## config.mk

```make
export PLATFORM = sky130hd
export DESIGN_NAME = mem_access_seq
export DESIGN_NICKNAME = d
export VERILOG_FILES = /design/src/rtl/mem_access_seq.sv
export SDC_FILE = /design/constraint.sdc
export NUM_CORES = 1
export LEC_CHECK = 0
export BUFFER_PORTS_ARGS = -buffer_cell sky130_fd_sc_hd__buf_2
export CAP_MARGIN = 20
export CELL_PAD_IN_SITES_DETAIL_PLACEMENT = 0
export CELL_PAD_IN_SITES_GLOBAL_PLACEMENT = 1
export CORE_UTILIZATION = 39
export CTS_CLUSTER_DIAMETER = 30
export DETAILED_ROUTE_END_ITERATION = 8
export HOLD_SLACK_MARGIN = 0.08
export PLACE_DENSITY_LB_ADDON = 0.25
export SLEW_MARGIN = 25
export SYNTH_ARGS = -nofsm -noshare
export SYNTH_HDL_FRONTEND = slang
export SYNTH_SLANG_ARGS = --single-unit
```

## constraint.sdc

```tcl
create_clock -name clk -period 4.9 [get_ports clk]
set_input_delay 0.49 -clock clk [delete_from_list [all_inputs] [get_ports clk]]
set_output_delay 0.49 -clock clk [all_outputs]
set_load 0.02 [all_outputs]
```

## src/rtl/mem_access_seq.sv

```systemverilog
// Load/store sequencer: byte/half/word access to a shared word memory; sub-word stores use read-modify-write.
// Latency: loads READ_LAT+2 cycles to done, SW 2, SB/SH READ_LAT+3, illegal or misaligned requests 1.
// Backpressure: none; req is sampled only in IDLE and ignored (not queued) while busy.
module mem_access_seq #(
    parameter int READ_LAT = 2
) (
    input  logic        clk,
    input  logic        Reset,
    input  logic        req,
    input  logic [2:0]  op,
    input  logic [31:0] addr,
    input  logic [31:0] wdata,
    output logic        busy,
    output logic        done,
    output logic        err,
    output logic [31:0] rdata,
    output logic [31:0] mem_addr,
    output logic        mem_wr,
    output logic [31:0] mem_dout,
    input  logic [31:0] mem_din
);

    localparam logic [2:0] OP_LW = 3'b000;
    localparam logic [2:0] OP_LH = 3'b001;
    localparam logic [2:0] OP_LB = 3'b010;
    localparam logic [2:0] OP_SW = 3'b100;
    localparam logic [2:0] OP_SH = 3'b101;
    localparam logic [2:0] OP_SB = 3'b110;

    localparam logic [1:0] LAT = 2'(READ_LAT);

    typedef enum logic [2:0] {
        S_IDLE,
        S_RD,
        S_WR,
        S_DONE,
        S_ERR
    } state_t;

    state_t      state_q;
    state_t      state_d;
    logic [1:0]  cnt_q;

    logic [2:0]  op_q;
    logic [1:0]  addr_lo_q;
    logic [15:0] wdata_lo_q;

    logic        busy_d;
    logic        done_d;
    logic        err_d;
    logic        mem_wr_d;
    logic [31:0] rdata_d;
    logic [31:0] mem_addr_d;
    logic [31:0] mem_dout_d;

    logic        legal_in;
    logic        misaligned_in;
    logic        accept;

    // Selects the addressed lane of a little-endian word and sign-extends it.
    function automatic logic [31:0] load_extend(input logic [2:0]  o,
                                                input logic [1:0]  a,
                                                input logic [31:0] w);
        logic [7:0]  b;
        logic [15:0] h;
        b = w[{a, 3'b000} +: 8];
        h = a[1] ? w[31:16] : w[15:0];
        case (o)
            OP_LH:   return {{16{h[15]}}, h};
            OP_LB:   return {{24{b[7]}}, b};
            default: return w;
        endcase
    endfunction

    function automatic logic [31:0] merge_store(input logic [2:0]  o,
                                                input logic [1:0]  a,
                                                input logic [31:0] w,
                                                input logic [15:0] d);
        logic [31:0] r;
        r = w;
        if (o == OP_SB) begin
            r[{a, 3'b000} +: 8] = d[7:0];
        end else begin
            r[{a[1], 4'b0000} +: 16] = d;
        end
        return r;
    endfunction

    always_comb begin
        legal_in      = (op == OP_LW) || (op == OP_LH) || (op == OP_LB) ||
                        (op == OP_SW) || (op == OP_SH) || (op == OP_SB);
        misaligned_in = (((op == OP_LW) || (op == OP_SW)) && (addr[1:0] != 2'b00)) ||
                        (((op == OP_LH) || (op == OP_SH)) && addr[0]);
        accept        = (state_q == S_IDLE) && req;
    end

    always_ff @(posedge clk or posedge Reset) begin
        if (Reset) begin
            state_q <= S_IDLE;
        end else begin
            state_q <= state_d;
        end
    end

    always_comb begin
        state_d = state_q;
        case (state_q)
            S_IDLE: begin
                if (req) begin
                    if (!legal_in || misaligned_in) begin
                        state_d = S_ERR;
                    end else if (op == OP_SW) begin
                        state_d = S_WR;
                    end else begin
                        state_d = S_RD;
                    end
                end
            end
            S_RD: begin
                if (cnt_q == LAT) begin
                    state_d = op_q[2] ? S_WR : S_DONE;
                end
            end
            S_WR:    state_d = S_DONE;
            S_DONE:  state_d = S_IDLE;
            S_ERR:   state_d = S_IDLE;
            default: state_d = S_IDLE;
        endcase
    end

    // Outputs are computed from the upcoming state so they register into the matching cycle.
    always_comb begin
        busy_d     = (state_d != S_IDLE);
        done_d     = (state_d == S_DONE) || (state_d == S_ERR);
        err_d      = (state_d == S_ERR);
        mem_wr_d   = (state_d == S_WR);
        rdata_d    = rdata;
        mem_addr_d = mem_addr;
        mem_dout_d = mem_dout;

        if (accept && (state_d != S_ERR)) begin
            mem_addr_d = {addr[31:2], 2'b00};
        end
        if (state_q == S_RD && state_d == S_DONE) begin
            rdata_d = load_extend(op_q, addr_lo_q, mem_din);
        end
        if (state_d == S_WR) begin
            mem_dout_d = (state_q == S_IDLE) ? wdata
                                             : merge_store(op_q, addr_lo_q, mem_din, wdata_lo_q);
        end
    end

    always_ff @(posedge clk or posedge Reset) begin
        if (Reset) begin
            busy     <= 1'b0;
            done     <= 1'b0;
            err      <= 1'b0;
            mem_wr   <= 1'b0;
            rdata    <= '0;
            mem_addr <= '0;
            mem_dout <= '0;
        end else begin
            busy     <= busy_d;
            done     <= done_d;
            err      <= err_d;
            mem_wr   <= mem_wr_d;
            rdata    <= rdata_d;
            mem_addr <= mem_addr_d;
            mem_dout <= mem_dout_d;
        end
    end

    // Request context is frozen at acceptance; later input changes have no effect.
    always_ff @(posedge clk or posedge Reset) begin
        if (Reset) begin
            op_q       <= '0;
            addr_lo_q  <= '0;
            wdata_lo_q <= '0;
            cnt_q      <= '0;
        end else begin
            if (accept) begin
                op_q       <= op;
                addr_lo_q  <= addr[1:0];
                wdata_lo_q <= wdata[15:0];
            end
            if (state_q == S_RD) begin
                cnt_q <= cnt_q + 2'd1;
            end else begin
                cnt_q <= '0;
            end
        end
    end

endmodule

```

; After elaboration in Yosys (flattened, before gate mapping)
; Cells that the tools add are included.
[totals]
reg_bits = 124
memories = 0
input_bits = 102
mem_bits_ro = 0
output_inout_bits = 100
mem_bits_rw = 0
latch_bits = 0
word_cells = 68
[classes]
n_div = 0
n_mux = 13
n_lt_le_gt_ge = 0
n_addsub = 3
eq_ne = 15
n_reduce_logical = 20
n_mul = 0
shifts = 5
bitwise_logic = 0
[op_table]
columns = cell, n
row1 = $bwmux 32, 2
row2 = $mux 32, 2
row3 = $pmux 32 s2, 1
row4 = $shift 16x7->32 const A, 1
row5 = $shift 8x7->32 const A, 1
row6 = $shiftx 16x7->32, 1
row7 = $shiftx 32x6->8, 1
row8 = $shiftx 8x7->32, 1
row9 = $mux 16, 1
row10 = $eq 3x2->1 const B, 5
row11 = $eq 3x3->1 const B, 5
row12 = $neg 5->7, 2
row13 = $logic_or 1x1->1, 10
row14 = $eq 3x1->1 const B, 3
row15 = $mux 3, 3
row16 = $pmux 3 s3, 1
row17 = $logic_not 3->1, 2
row18 = $logic_and 1x1->1, 5
row19 = $mux 2, 2
row20 = $ne 3x3->1 const B, 1
row21 = $reduce_bool 3->1, 1
row22 = $add 2x1->2 const B, 1
row23 = $eq 2x2->1 const B, 1
row24 = $reduce_bool 2->1, 1
row25 = 2 further kinds, 2

; Logic depth before layout (Yosys ltp)
[depth]
ltp_word = 13
depth_mapped = 9
mapped_depth_nobuf = 7

; Least setup slack after synthesis
; Ideal clock, no wire load.
[synth_path]
path_type = reg2reg
start = reg addr_lo_q[0]
end = reg mem_dout[16]
path_buffers = 1
setup_time_ps = 110
path_slack_ps = 2710
arrival_ps = 2080
required_time_ps = 4790
period_less_slack_ps = 2190
stages_incl_launch_ff = 9
path_cell_list = dfrtp_1 -> buf_2 -> inv_1 -> ha_1 -> nand2_1 -> nor3_1 -> a21o_1 -> a221oi_1 -> o41ai_1
[synth_between]
elab_chain_cells = 5
elab_cells_between_ends = 6
classes_between = add/sub (1) / shift (2) / mux (3)
[synth_lines]
columns = item, line_no
row1 = from (decl), 45  ; logic [1:0] addr_lo_q;
row2 = from (signal assigned), 183  ; addr_lo_q <= addr[1:0];
row3 = $neg 5->7 *, 82  ; r[{a, 3'b000} +: 8] = d[7:0];
row4 = $shiftx 8x7->32 or $shift 8x7->32 (tied branches), 82
row5 = $bwmux 32 *, 82
row6 = $mux 32 *, 81  ; if (o == OP_SB) begin
row7 = $mux 32 *, 148  ; mem_dout_d = (state_q == S_IDLE) ? wdata
row8 = to (signal assigned), 169  ; mem_dout <= mem_dout_d;
row9 = to (decl), 19  ; output logic [31:0] mem_dout,
; Every way passes the cells marked *; elsewhere a longest branch is shown, timed or not.
; A chain may end at the register's enable or synchronous reset.

; Final worst setup path
[layout_path]
start = reg addr_lo_q[1]
end = reg mem_dout[16]
[layout_between]
elab_chain_cells = 5
elab_cells_between_ends = 10
classes_between = add/sub (2) / shift (4) / mux (4)
[layout_lines]
columns = item, line_no
row1 = $neg 5->7 (on tied branches), "84, 82"
row2 = $shiftx 16x7->32 (tied with other cells), 84  ; r[{a[1], 4'b0000} +: 16] = d;
row3 = $bwmux 32 (on tied branches), "84, 82"
row4 = $mux 32 *, 81
row5 = $mux 32 *, 148
; Marks and branches as above.

==> results by group <==
Logic synthesis
  – Ranking of synthesized cells by area: dfrtp_1 (45%), mux2_2 (10%), mux2i_1 (6.8%)
  – Leading area contributor after synthesis: dfrtp_1
  – Cells after Synth: 610
  – Post-synthesis cell type count: 48
  – Dominant synthesized flop cell: dfrtp_1
  – Yosys warning count: 0
  – Seq cells post-synth: 124
  – Post-synthesis instance area: 6870 um2
  – Ys async rst share: 100%
  – Post-synth top area share: 45.2%
  – Post-synth EDFFs: 0
  – Register area share after synthesis: 45.2%
  – Mean Syn Cell Area: 11.3 um2

Routing
  – DR iter-0 viols: 460
  – 1st-pass router iterations: 5
  – Remaining antenna violation count: 0
  – Vias: 5,748
  – Vias/cell: 5.56
  – Max layer used: met4
  – Met2 WL: 10,300 um
  – Post-DR wirelength/cell: 19.8 um
  – Residual DRC: 0
  – DRT Wirelength: 20,500 um
  – Metal-1 WL: 8790 um
  – Met3 WL: 1130 um

Pwr
  – Overall power: 6.31 mW
  – Leakage: 4.18 nW
  – Peak supply drop: 0.357 mV
  – Pwr Density: 731 nW/um2

Worst setup path
  – Largest fanout on the critical path: 43
  – Top delay family on crit path: flip-flops
  – Crit-path slowest cell: dfrtp_2
  – R2R cell count: 7
  – Crit Path Class: reg -> reg
  – Crit-path max cell delay: 790 ps
  – R2r endpoint: mem_dout[16]
  – Worst Setup End Kind: flop
  – R2r startpoint: addr_lo_q[1]
  – CP required: 5210 ps
  – Crit-path cells: buf_4 > ha_1 > nand2_1 > nor3_1 > a21o_1 > a221oi_1 > o41ai_1
  – Buf/Inv on CP: 1
  – R2R Setup Slk: 1910 ps
  – Worst Setup Start Kind: flop
  – WP data arrival: 3300 ps

Timing
  – Final hold vios: 0
  – Post-layout minimum cycle time: 2990 ps
  – Final setup fails: 0
  – Setup Skew: 7.96 ps
  – Fmax: 334 MHz
  – Tcrit/Tclk final: 61.1%
  – Worst-Margin Slew: 812 ps
  – Final hold slack: 164 ps
  – Unrepaired setup endpoints after global routing: no
  – Max Slew Vio Count: 0
  – Rel. slew slack: 45.4%
  – Setup TNS Final: 0 ps

Placed design
  – DP Area: 8040 um2
  – # port buffers: 199
  – Hpwl dp: 14,800 um
  – Cells after DPL: 1,002
  – Gp weighted congestion: 0.858

Clocking
  – Clk sinks: 124
  – CTS tree: built
  – Maximum root-to-sink buffer count: 2
  – Hold_buf cts: 0
  – Worst-Skew Late Latency: 420 ps
  – H-tree depth: 4
  – Clock buffer count from CTS: 17
  – Postcts setup bufs: 0
  – Clk pin slew, worst setup/hold paths: 60 ps
  – Post_cts resized: 0
  – Root buf cell: clkbuf_16

Die
  – Core area: 17,200 um2
  – Initial Util: 39.9%
  – Row Count: 48
  – Die Width: 135 um
  – Die height: 135 um
  – I/O pins: 202
  – Die area: 18,200 um2

Layout
  – Final non-filler cell total: 1,034
  – P&R area growth vs syn: 25.5%
  – Cell area after layout: 8630 um2
  – Net count, final: 904
  – Most frequent cells in the layout: buf_2 (199), dfrtp_1 (123), mux2_2 (64), mux2i_1 (47), a21oi_1 (43)
  – # diodes: 0
  – Filler cell count: 1,606
  – Share of cells above drive strength 1: 40.4%
  – Most common cell after layout, fill and taps aside: buf_2

GRT
  – First-pass GRT wire length: 31,400 um
  – Tot GR Track Use: 22.9%
  – Largest net degree at the start of global routing: 57
  – Vias in the first global route: 5,730
  – GRT Residual Overflow: 0
  – Initial antenna violation count: 0

Hold path
  – Hold crit path type: in -> async

Job
  – Max_cap viols: 0

Outcome
  – Status: finished clean
==> kinds of logic after synthesis <==
logic type / count (synthesis) / share of synthesized area, %
AO/OA/AOI/OAI: 166 / 17.5
adder cells (fa/ha/maj): 6 / 1.09
buffers and inverters: 76 / 4.83
flip-flops: 124 / 45.2
multiplexers: 149 / 24.1
other: 1 / 0.0546
AND/OR/NAND/NOR: 88 / 7.30
==> flip-flops by register name (all words and copies together), names as in the netlist, 2 cells and up <==
register	flops
rdata	32
mem_dout	32
cnt_q	2
addr_lo_q	2
wdata_lo_q	16
mem_addr	30
op_q	3
state_q	3
==> cell type report <==
type                    count  area (um2)  area share [%]
multi-input cells         411        3450            40.0
flip-flops and latches    124        3100            36.0
repair buffers            209        1070            12.4
clock buffers              17         425            4.93
well taps                 225         282            3.26
clock inverters            15         166            1.93
inverters                  33         126            1.46
==> synthesized netlist by cell type, drive strengths merged (2+ instances only) <==
| cell | n |
|---|---|
| nand2b | 3 |
| a22o | 22 |
| nor3b | 10 |
| nor2b | 18 |
| clkinv | 2 |
| clkbuf | 17 |
| a2111oi | 7 |
| a21o | 4 |
| o221ai | 7 |
| a21oi | 43 |
| mux2i | 47 |
| o41ai | 3 |
| ha | 6 |
| nand3b | 2 |
| and3b | 2 |
| buf | 26 |
| o21ai | 33 |
| nor3 | 4 |
| nor2 | 20 |
| nand2 | 23 |
| or3 | 2 |
| inv | 31 |
| dfrtp | 124 |
| mux2 | 101 |
| a221o | 23 |
| a31oi | 8 |
| a221oi | 10 |
==> worst max-delay path by stage <==
| stage | start | to | slack [ps] | cells after the start |
|---|---|---|---|---|
| 2_1_floorplan | Reset | addr_lo_q[0] | 1110 | 1 |
| 3_3_place_gp | addr_lo_q[1] | mem_dout[20] | 2090 | 7 |
| 3_5_place_dp | addr_lo_q[1] | mem_dout[18] | 1940 | 7 |
| 4_1_cts | addr_lo_q[1] | mem_dout[16] | 1930 | 7 |
| 5_1_grt | addr_lo_q[1] | mem_dout[18] | 1650 | 7 |
| 6_report | addr_lo_q[1] | mem_dout[16] | 1910 | 7 |
==> power breakdown <==
group          switching (mW)  leakage [nW]  total (mW)  internal, mW
Sequential              0.458          1.49        1.99          1.53
Combinational            1.77          2.40        3.06          1.29
Clock                   0.536         0.289        1.26         0.725
==> metal layers <==
metal	track usage (%)	vias up
met1	29.6	2892
met4	7.93	0
li1	-	2638
met2	37.9	193
met3	4.69	25
met5	0	-
==> per-stage QoR <==
stage	util, %	worst slack, ps
3_5_place_dp	46.6	1940
6_report	50.1	1910
3_3_place_gp	46.6	2090
4_1_cts	50.1	1930
5_1_grt	50.1	1650
2_1_floorplan	-	1110
(Power assumes the default switching activity.)
